<file path="config.mk">
export PLATFORM = sky130hd
export DESIGN_NAME = fc_issue_ctrl_flat
export DESIGN_NICKNAME = d
export VERILOG_FILES = /design/src/rtl/fc_issue_ctrl_if.sv /design/src/rtl/fc_issue_ctrl.sv /design/src/flat_wrapper.sv
export SDC_FILE = /design/constraint.sdc
export NUM_CORES = 1
export LEC_CHECK = 0
export ABC_AREA = 1
export CORE_UTILIZATION = 45
export CTS_CLUSTER_SIZE = 25
export DETAILED_ROUTE_END_ITERATION = 12
export PLACE_DENSITY_LB_ADDON = 0.3
export SYNTH_ARGS = -nofsm -noshare
export SYNTH_HDL_FRONTEND = slang
export SYNTH_SLANG_ARGS = --single-unit
</file>
<file path="constraint.sdc">
create_clock -name clk -period 4.7 [get_ports clk]
set_input_delay 0.94 -clock clk [delete_from_list [all_inputs] [get_ports clk]]
set_output_delay 0.94 -clock clk [all_outputs]
set_load 0.03 [all_outputs]
</file>
<file path="src/rtl/fc_issue_ctrl_if.sv">
// rtl/fc_issue_ctrl_if.sv - handshake bundle between the FC issue controller and its neighbours
//
// Purpose: groups the start/status, feature-source, FC-pipeline and result-buffer
// signals of fc_issue_ctrl. The master modport is the controller's view, the
// slave modport is the environment's view (sequencer, feature reader, FC datapath,
// result buffer).
//
// Signals:
//   start        sequencer -> ctrl   one-cycle pulse, begins a pass
//   src_valid    reader    -> ctrl   feature source has a beat
//   src_ready    ctrl      -> reader beat can be accepted this cycle
//   valid_in_FC  ctrl      -> FC     one cycle per accepted beat
//   rd_addr      ctrl      -> FC     beat index aligned with valid_in_FC
//   valid_out_FC FC        -> ctrl   result return
//   sink_pop     buffer    -> ctrl   result buffer freed one entry
//   busy/done    ctrl      -> sequencer
//   err_proto/err_timeout ctrl -> sequencer, sticky
interface fc_issue_ctrl_if #(
  parameter int ADDR_W = 10
);
  logic              start;
  logic              src_valid;
  logic              src_ready;
  logic              valid_in_FC;
  logic [ADDR_W-1:0] rd_addr;
  logic              valid_out_FC;
  logic              sink_pop;
  logic              busy;
  logic              done;
  logic              err_proto;
  logic              err_timeout;

  modport master (
    input  start, src_valid, valid_out_FC, sink_pop,
    output src_ready, valid_in_FC, rd_addr, busy, done, err_proto, err_timeout
  );

  modport slave (
    output start, src_valid, valid_out_FC, sink_pop,
    input  src_ready, valid_in_FC, rd_addr, busy, done, err_proto, err_timeout
  );
endinterface

</file>
<file path="src/rtl/fc_issue_ctrl.sv">
// rtl/fc_issue_ctrl.sv - FC valid-pipeline issue controller with credit throttling and drain watchdog
//
// Purpose: issues NUM_BEATS feature beats per pass into the non-stallable FC
// pipeline, throttled by a credit counter that mirrors the downstream result
// buffer, then waits for every result to return. Reports busy/done and sticky
// protocol / timeout errors.
//
// Ports:
//   clk   rising-edge clock
//   rst   asynchronous active-low reset
//   bus   fc_issue_ctrl_if.master (start, src_valid/src_ready, valid_in_FC,
//         rd_addr, valid_out_FC, sink_pop, busy, done, err_proto, err_timeout)
module fc_issue_ctrl #(
  parameter int NUM_BEATS = 512,
  parameter int ADDR_W    = 10,
  parameter int PIPE_LAT  = 6,
  parameter int CREDITS   = 8,
  parameter int WDOG      = 64
) (
  input  logic            clk,
  input  logic            rst,
  fc_issue_ctrl_if.master bus
);

  // A watchdog shorter than the pipeline would fire on every healthy pass,
  // so the effective limit never drops below PIPE_LAT+1.
  localparam int WDOG_LIM = (WDOG > PIPE_LAT) ? WDOG : PIPE_LAT + 1;
  localparam int CW       = $clog2(CREDITS + 1);
  localparam int WW       = $clog2(WDOG_LIM + 1);

  localparam logic [ADDR_W:0] BEATS     = (ADDR_W + 1)'(NUM_BEATS);
  localparam logic [ADDR_W:0] BEATS_M1  = (ADDR_W + 1)'(NUM_BEATS - 1);
  localparam logic [ADDR_W:0] CNT_ONE   = (ADDR_W + 1)'(1);
  localparam logic [CW-1:0]   CRED_MAX  = CW'(CREDITS);
  localparam logic [CW-1:0]   CRED_ONE  = CW'(1);
  localparam logic [WW-1:0]   WDOG_LAST = WW'(WDOG_LIM - 1);
  localparam logic [WW-1:0]   WDOG_ONE  = WW'(1);

  typedef enum logic [1:0] {
    S_IDLE  = 2'd0,
    S_ISSUE = 2'd1,
    S_DRAIN = 2'd2,
    S_DONE  = 2'd3
  } state_t;

  state_t state;
  state_t state_nxt;

  logic [ADDR_W:0]   issued;
  logic [ADDR_W:0]   returned;
  logic [CW-1:0]     credit;
  logic [WW-1:0]     wdog;

  logic              valid_in_q;
  logic [ADDR_W-1:0] rd_addr_q;
  logic              busy_q;
  logic              done_q;
  logic              err_proto_q;
  logic              err_timeout_q;

  logic              src_ready_w;
  logic              accept;
  logic              start_pass;
  logic              in_pass;
  logic              ret_ok;
  logic              ret_bad;
  logic              pop_over;
  logic              issue_last;
  logic              return_last;
  logic              wdog_fire;

  // ---------------------------------------------------------------------------
  // Handshake and event decode
  // ---------------------------------------------------------------------------
  always_comb begin
    src_ready_w = (state == S_ISSUE) && (credit != '0) && (issued < BEATS);
    accept      = bus.src_valid && src_ready_w;
    start_pass  = (state == S_IDLE) && bus.start;
    in_pass     = (state == S_ISSUE) || (state == S_DRAIN);

    // A return is only legitimate while a pass runs and at least one beat is
    // still in flight; anything else is flagged and not counted.
    ret_ok      = bus.valid_out_FC && in_pass && (returned != issued);
    ret_bad     = bus.valid_out_FC && !ret_ok;

    // A pop against a full credit count means the buffer freed an entry we
    // never filled. A simultaneous accept consumes it, so that case is legal.
    pop_over    = bus.sink_pop && !accept && (credit == CRED_MAX);

    issue_last  = accept && (issued == BEATS_M1);
    return_last = ret_ok && (returned == BEATS_M1);
    wdog_fire   = (state == S_DRAIN) && !ret_ok && (wdog == WDOG_LAST);
  end

  // ---------------------------------------------------------------------------
  // Pass FSM
  // ---------------------------------------------------------------------------
  always_ff @(posedge clk or negedge rst) begin
    if (!rst) begin
      state <= S_IDLE;
    end else begin
      state <= state_nxt;
    end
  end

  always_comb begin
    state_nxt = state;
    case (state)
      S_IDLE:  if (bus.start) state_nxt = S_ISSUE;
      S_ISSUE: if (issue_last) state_nxt = S_DRAIN;
      S_DRAIN: if (return_last || wdog_fire) state_nxt = S_DONE;
      S_DONE:  state_nxt = S_IDLE;
      default: state_nxt = S_IDLE;
    endcase
  end

  // ---------------------------------------------------------------------------
  // Beat, return and watchdog counters
  // ---------------------------------------------------------------------------
  // issued/returned cannot pass NUM_BEATS: accept requires issued < NUM_BEATS
  // and ret_ok requires returned < issued.
  always_ff @(posedge clk or negedge rst) begin
    if (!rst) begin
      issued   <= '0;
      returned <= '0;
      wdog     <= '0;
    end else if (start_pass) begin
      issued   <= '0;
      returned <= '0;
      wdog     <= '0;
    end else begin
      if (accept) begin
        issued <= issued + CNT_ONE;
      end
      if (ret_ok) begin
        returned <= returned + CNT_ONE;
      end
      if (state == S_DRAIN) begin
        wdog <= ret_ok ? '0 : wdog + WDOG_ONE;
      end
    end
  end

  // ---------------------------------------------------------------------------
  // Credit counter: one credit per free result-buffer entry
  // ---------------------------------------------------------------------------
  always_ff @(posedge clk or negedge rst) begin
    if (!rst) begin
      credit <= CRED_MAX;
    end else if (accept && !bus.sink_pop) begin
      credit <= credit - CRED_ONE;
    end else if (!accept && bus.sink_pop && (credit != CRED_MAX)) begin
      credit <= credit + CRED_ONE;
    end
  end

  // ---------------------------------------------------------------------------
  // Registered outputs
  // ---------------------------------------------------------------------------
  always_ff @(posedge clk or negedge rst) begin
    if (!rst) begin
      valid_in_q    <= 1'b0;
      rd_addr_q     <= '0;
      busy_q        <= 1'b0;
      done_q        <= 1'b0;
      err_proto_q   <= 1'b0;
      err_timeout_q <= 1'b0;
    end else begin
      valid_in_q <= accept;
      if (accept) begin
        rd_addr_q <= issued[ADDR_W-1:0];
      end
      busy_q        <= (state_nxt == S_ISSUE) || (state_nxt == S_DRAIN);
      done_q        <= (state_nxt == S_DONE);
      err_proto_q   <= err_proto_q | ret_bad | pop_over;
      err_timeout_q <= err_timeout_q | wdog_fire;
    end
  end

  assign bus.src_ready   = src_ready_w;
  assign bus.valid_in_FC = valid_in_q;
  assign bus.rd_addr     = rd_addr_q;
  assign bus.busy        = busy_q;
  assign bus.done        = done_q;
  assign bus.err_proto   = err_proto_q;
  assign bus.err_timeout = err_timeout_q;

endmodule

</file>
<file path="src/flat_wrapper.sv">
// flat-port wrapper written by rule: the top's interface ports become plain ports
module fc_issue_ctrl_flat 
#(
  parameter int NUM_BEATS = 512,
  parameter int ADDR_W    = 10,
  parameter int PIPE_LAT  = 6,
  parameter int CREDITS   = 8,
  parameter int WDOG      = 64
)
  (clk, rst, bus_start, bus_src_valid, bus_valid_out_FC, bus_sink_pop, bus_src_ready, bus_valid_in_FC, bus_rd_addr, bus_busy, bus_done, bus_err_proto, bus_err_timeout);
  fc_issue_ctrl_if #(.ADDR_W(ADDR_W)) bus_i ();
  input  logic clk;
  input  logic rst;
  input wire logic [$bits(bus_i.start)-1:0] bus_start;
  input wire logic [$bits(bus_i.src_valid)-1:0] bus_src_valid;
  input wire logic [$bits(bus_i.valid_out_FC)-1:0] bus_valid_out_FC;
  input wire logic [$bits(bus_i.sink_pop)-1:0] bus_sink_pop;
  output wire logic [$bits(bus_i.src_ready)-1:0] bus_src_ready;
  output wire logic [$bits(bus_i.valid_in_FC)-1:0] bus_valid_in_FC;
  output wire logic [$bits(bus_i.rd_addr)-1:0] bus_rd_addr;
  output wire logic [$bits(bus_i.busy)-1:0] bus_busy;
  output wire logic [$bits(bus_i.done)-1:0] bus_done;
  output wire logic [$bits(bus_i.err_proto)-1:0] bus_err_proto;
  output wire logic [$bits(bus_i.err_timeout)-1:0] bus_err_timeout;
  assign bus_i.start = bus_start;
  assign bus_i.src_valid = bus_src_valid;
  assign bus_i.valid_out_FC = bus_valid_out_FC;
  assign bus_i.sink_pop = bus_sink_pop;
  assign bus_src_ready = bus_i.src_ready;
  assign bus_valid_in_FC = bus_i.valid_in_FC;
  assign bus_rd_addr = bus_i.rd_addr;
  assign bus_busy = bus_i.busy;
  assign bus_done = bus_i.done;
  assign bus_err_proto = bus_i.err_proto;
  assign bus_err_timeout = bus_i.err_timeout;
  fc_issue_ctrl #(.NUM_BEATS(NUM_BEATS), .ADDR_W(ADDR_W), .PIPE_LAT(PIPE_LAT), .CREDITS(CREDITS), .WDOG(WDOG)) u_core (.clk(clk), .rst(rst), .bus(bus_i));
endmodule
</file>
==> flow_metrics.tcl, run 1 <==
set metrics [dict create \
    status "finished clean" \
    wl_per_cell_um 12.57 \
    htree_levels 2 \
    ys.flop_type "dfrtp_1" \
    nets 370 \
    cp_num_buf_inv 4 \
    syn_inst 329 \
    ys_seq_elements 50 \
    cts_sinks 50 \
    initial_core_util_pct 46.89 \
    drtIter0Drc 93 \
    p_per_area_nw_per_um2 491.0 \
    synth_area_leader_cell "dfrtp_1" \
    cap_violations 0 \
    rows 28 \
    peakVddDrop_uv 266.5 \
    core-area_sq_um 5956 \
    synth_top_area_share_pct 43.91 \
    antenna_found_initial 0 \
    finalHoldViolCount 0 \
    cp_cell_sequence "inv_1, ha_1, inv_1, nor3_2, nand2_2, inv_1, clkdlybuf4s50_1" \
    port_buffers 21 \
    num_vias 2169 \
    period_needed_ns 2.985 \
    critPathLaunchType "flip-flop" \
    setup_tns_ns 0 \
    cpLargestDelayFamily "buffers and inverters" \
    syn-num-nets 346 \
    overflow 0 \
    ys_top_cells_by_area "dfrtp_1 44%, nand2_1 9.9%, inv_1 5.1%" \
    async_flop_share_pct 100.0 \
    cts.clk_slew.worst_paths_ns 0.09 \
    reg2reg_to "u_core.credit[3]" \
    drive_gt1_share_pct 12.71 \
    dieWidth_um 80.78 \
    clk_path_buf_depth 2 \
    final_min_period_over_clock_period_pct 63.52 \
    hold-path-endpoint "u_core.bus.rd_addr[7]" \
    path_max_fanout 5 \
    crit_type "reg2out" \
    cp.depth 7 \
    synthesis.area_sq_um 2793 \
    dr.pass1.iters 4 \
    setup_viol 0 \
    placed_cell_area_sq_um 3065 \
    rrSetupSlack_ns 2.24 \
    grt_pass1_wl_mm 9.453 \
    final-max-slew-violation-count 0 \
    rr_startpoint "u_core.state[1]" \
    clk-insertion-delay-late_ns 0.29 \
    first_global_vias 2114 \
    cts_tree "built" \
    postCtsSetupBuffers 0 \
    pin_count 22 \
    fin_skew_ns 0.003952 \
    seq_area_frac_synth_pct 44.85 \
    reg2regPathDepth 13 \
    worst_pin_slew_ns 0.6273 \
    yosys_warnings 0 \
    wirelength_mm 5.392 \
    holdBufCountCts 0 \
    cts_resized 0 \
    dp_hpwl_mm 3.979 \
    antenna_cells 0 \
    rsz0062_at_grt "false" \
    leakage_uw 0.001462 \
    final_area_sq_um 3176 \
    ant_nets 0 \
    cp.required_ns 3.76 \
    place_congestion 0.8374 \
    timing.fmax_mhz 335.0 \
    die_h_um 80.78 \
    crit_path_max_incr_delay_ns 0.65 \
    die-area_sq_um 6525 \
    synth_edf_count 0 \
    cp.arrival_ns 2.05 \
    cpMostUsedCell "inv_1" \
    cp-end-kind "output port" \
    root_buffer "clkbuf_8" \
    hp-start "u_core.bus.rd_addr[7]" \
    numCtsBuffers 5 \
    synthToLayoutAreaGrowth_pct 13.71 \
    syn_avg_cell_area_sq_um 8.488 \
    whs_path_depth 2 \
    drc_errors 0 \
    grt_start_max_net_pins 51 \
    yosysMostFrequentCell "nand2_1" \
    crit_slowest_cell "clkdlybuf4s50_1" \
    synth_cell_types 33 \
    slew_headroom_pct 58.18 \
    hp-class "reg2reg" \
    gr-usage-all-layers_pct 18.79 \
    post_drt_via_cell_ratio 5.056 \
    synthTopCellsByCount "74 x nand2_1, 49 x dfrtp_1, 38 x inv_1" \
]
## registers in the layout, indices dropped and copies added (netlist names)
signal and count:
u_core.returned 11, u_core.bus.done 1, u_core.bus.rd_addr 10, u_core.state 2
u_core.credit 4, u_core.bus.err_timeout 1, u_core.bus.err_proto 1, u_core.issued 11
u_core.bus.busy 1, u_core.bus.valid_in_FC 1, u_core.wdog 7
## stage by stage
stage	hold slack [ns]	utilization [%]	setup slack, ns	total power (uW)	instances
global route	0.5192	53.32	1.565	1680	429
detailed placement	0.4577	51.47	1.455	1291	421
global placement	0.4486	51.47	1.502	1269	421
CTS	0.4808	53.32	1.696	1576	429
finish	0.4784	53.32	1.715	1559	429
floorplan	0.4753	-	2.503	1124	329
## final cells by class
| cell class | count | area (sq um) |
|---|---|---|
| clock buffers | 8 | 110.1 |
| fillers | 596 | 2780 |
| inverters | 45 | 176.4 |
| multi-input cells | 229 | 1330 |
| flip-flops and latches | 50 | 1252 |
| well taps | 75 | 93.84 |
| repair buffers | 22 | 212.7 |
## worst max-delay path by stage
| stage | slack (ns) | startpoint | endpoint |
|---|---|---|---|
| detailed placement | 1.46 | bus_start | u_core.wdog[5] |
| CTS | 1.70 | u_core.state[1] | bus_src_ready |
| global route | 1.57 | bus_start | u_core.wdog[5] |
| finish | 1.71 | u_core.state[1] | bus_src_ready |
| global placement | 1.50 | bus_start | u_core.wdog[5] |
| floorplan | 2.50 | bus_src_valid | u_core.credit[3] |
## routing by layer
metal  vias up  track usage [%]  routed length (um)
met5         -                0                   0
li1       1101                -                   -
met1      1016            25.76                2637
met2        40            30.08                2501
met4         0            5.714                  68
met3        12            3.708                 186
## cells by family (layout without fill, tap and decap cells)
group	after synthesis	count (layout)	share of synthesized area, %
simple gates	154	154	27.24
flops	50	50	44.85
buf+inv	50	75	7.527
compound gates	45	45	9.229
xor+xnor	19	19	5.959
fa+ha+maj	11	11	5.197
## worst min-delay path, cell delays in order (launching register included)
cell and delay (ns):
dfrtp_1 0.35, nand2_1 0.05, nand2_1 0.05
## power by group
| group | internal, uW | switching, uW | leakage (uW) |
|---|---|---|---|
| clock | 149 | 137 | 0.0000575 |
| combinational | 234 | 451 | 0.000740 |
| sequential | 516 | 72.2 | 0.000664 |
| total | 899 | 660 | 0.00146 |
## layout by cell type, fill, tap and decap left out, types with 3 or more instances in the layout
cell type and instances:
o21ai_2 5, clkbuf_8 8, dfrtp_1 49, o31ai_1 3, nand2_1 74, inv_4 3, nand3_1 15, inv_1 38
o21ai_1 5, clkdlybuf4s50_1 20, xnor2_1 8, nor2_1 26, o21ai_0 17, nor3_1 11, ha_1 10, nor3_2 4
nand4_1 4, nor2_4 3, inv_2 4, nand2_2 6, xor2_1 11, a21oi_1 13
(Power assumes the default switching activity.)
==> inputs of run 2 (changes only) <==
clock period = 2.97 ns   (was 4.7 ns; I/O delays follow)
==> run 2 against run 1 <==
Routed wire length is 3.4% higher; utilization is 0.11 points higher; first-iteration DRC count is 8.6% lower; final area is 0.20% higher; combinational power is 64% higher; total power is 57% higher; worst setup slack worse by 1.4 ns; largest cell class unchanged.
==> flow_metrics.tcl, run 2 (synthesis results as in run 1) <==
set metrics [dict create \
    overflow 0 \
    antenna_found_initial 0 \
    grt_pass1_wl_mm 9.453 \
    postCtsSetupBuffers 0 \
    worst_slack_ns 0.3105 \
    gr-usage-all-layers_pct 19.19 \
    cp_cell_sequence "inv_1, ha_1, inv_1, nor3_2, nand2_2, inv_1, clkdlybuf4s50_1" \
    place_congestion 0.8962 \
    dr.pass1.iters 4 \
    cts_tree "built" \
    rsz0062_at_grt "false" \
    setup_viol 0 \
    pin_count 22 \
    fillers 571 \
    final_common_cell "nand2_1" \
    slew_headroom_pct 76.91 \
    fin_skew_ns 0.006836 \
    path_max_fanout 5 \
    root_buffer "clkbuf_8" \
    core-area_sq_um 5956 \
    cts.clk_slew.worst_paths_ns 0.10 \
    first_global_vias 2056 \
    wl_per_cell_um 12.88 \
    antenna_cells 0 \
    cp-end-kind "output port" \
    cp.arrival_ns 2.07 \
    synthToLayoutAreaGrowth_pct 13.93 \
    crit_type "reg2out" \
    cts_resized 0 \
    cpMostUsedCell "inv_1" \
    initial_core_util_pct 46.89 \
    final_min_period_over_clock_period_pct 89.55 \
    post_drt_via_cell_ratio 5.007 \
    peakVddDrop_uv 550.6 \
    cpLargestDelayFamily "buffers and inverters" \
    crit_slowest_cell "clkdlybuf4s50_1" \
    ant_nets 0 \
    num_vias 2168 \
    port_buffers 21 \
    grt_start_max_net_pins 28 \
    p_per_area_nw_per_um2 771.6 \
    rows 28 \
    clk_path_buf_depth 2 \
    dp_hpwl_mm 4.236 \
    seq_area_sq_um 1252 \
    leakage_uw 0.001468 \
    cts_sinks 50 \
    cp_num_buf_inv 4 \
    final_area_sq_um 3182 \
    htree_levels 2 \
    timing.fmax_mhz 376.0 \
    multiInputGateArea_sq_um 1330 \
    hp-class "in2async" \
    die-area_sq_um 6525 \
    wirelength_mm 5.576 \
    finalHoldViolCount 0 \
    nets 374 \
    worst_pin_slew_ns 0.3433 \
    crit_path_max_incr_delay_ns 0.65 \
    drtIter0Drc 85 \
    cp.required_ns 2.38 \
    mostFrequentLayoutCells "74 x nand2_1, 49 x dfrtp_1, 38 x inv_1" \
    holdBufCountCts 0 \
    rrSetupSlack_ns 0.56 \
    drive_gt1_share_pct 13.41 \
    cap_violations 0 \
    placed_cell_area_sq_um 3095 \
    period_needed_ns 2.660 \
    setup_tns_ns 0 \
    die_h_um 80.78 \
    final-max-slew-violation-count 0 \
    dieWidth_um 80.78 \
    drc_errors 0 \
    clk-insertion-delay-late_ns 0.31 \
    critPathLaunchType "flip-flop" \
    place_ws_ns 0.4171 \
    status "finished clean" \
    numCtsBuffers 5 \
]
## run 2: metal layers
layer / vias to the layer above / wire [um] / GRT usage, %
met5: - / 0 / 0
met4: 0 / 80 / 6.786
li1: 1108 / - / -
met1: 1021 / 2747 / 25.93
met3: 6 / 155 / 3.820
met2: 33 / 2592 / 30.68
## run 2: worst paths after layout
kind / start / to / cells after the start
max: u_core.state[1] / bus_src_ready / 7
min: rst / u_core.credit[1] / 2
max reg2reg: u_core.state[1] / u_core.credit[3] / 13
min reg2reg: u_core.bus.err_timeout / u_core.bus.err_timeout / 2
max in group asynchronous: rst / u_core.returned[2] / 2
min in group clk: u_core.bus.err_timeout / u_core.bus.err_timeout / 2
## run 2: power by group
group | leakage (uW) | internal [uW] | switching [uW]
logic | 0.000759 | 396 | 720
registers | 0.000664 | 817 | 117
clock network | 0.0000452 | 167 | 238
total | 0.00147 | 1380 | 1080
## run 2: cell type report
| class | instances | area share (%) |
|---|---|---|
| sequential | 50 | 39.36 |
| clock inverter | 2 | 0.4326 |
| tap | 75 | 2.949 |
| timing repair buffer | 26 | 7.629 |
| inverter | 45 | 5.545 |
| clock buffer | 6 | 2.281 |
| multi-input combinational | 229 | 41.80 |
## run 2: per-stage QoR
stage / util (%) / power (uW) / std cells / hold slack, ns
5_1_grt: 53.42 / 2636 / 433 / 0.2875
3_3_place_gp: 51.97 / 2034 / 425 / 0.4469
4_1_cts: 53.42 / 2478 / 433 / 0.2776
6_report: 53.42 / 2455 / 433 / 0.2593
3_5_place_dp: 51.97 / 2076 / 425 / 0.4500
2_1_floorplan: - / 1779 / 329 / 0.2984
## run 2: worst reg2reg max path: stages (launching register included)
cell and delay (ns):
dfrtp_1 0.39, inv_1 0.13, ha_1 0.19, inv_1 0.06, nor3_2 0.14, nand2_2 0.12
nor2_8 0.19, inv_4 0.15, nor2_4 0.15, ha_1 0.28, a21oi_1 0.15, nand2_1 0.08
o21ai_1 0.15, xor2_1 0.16
==> inputs of run 3 (changes only) <==
GPL_ROUTABILITY_DRIVEN = 1   (was unset)
==> results of run 3 <==
Same layout as run 2: the final DEF is identical, and so are final timing and power.
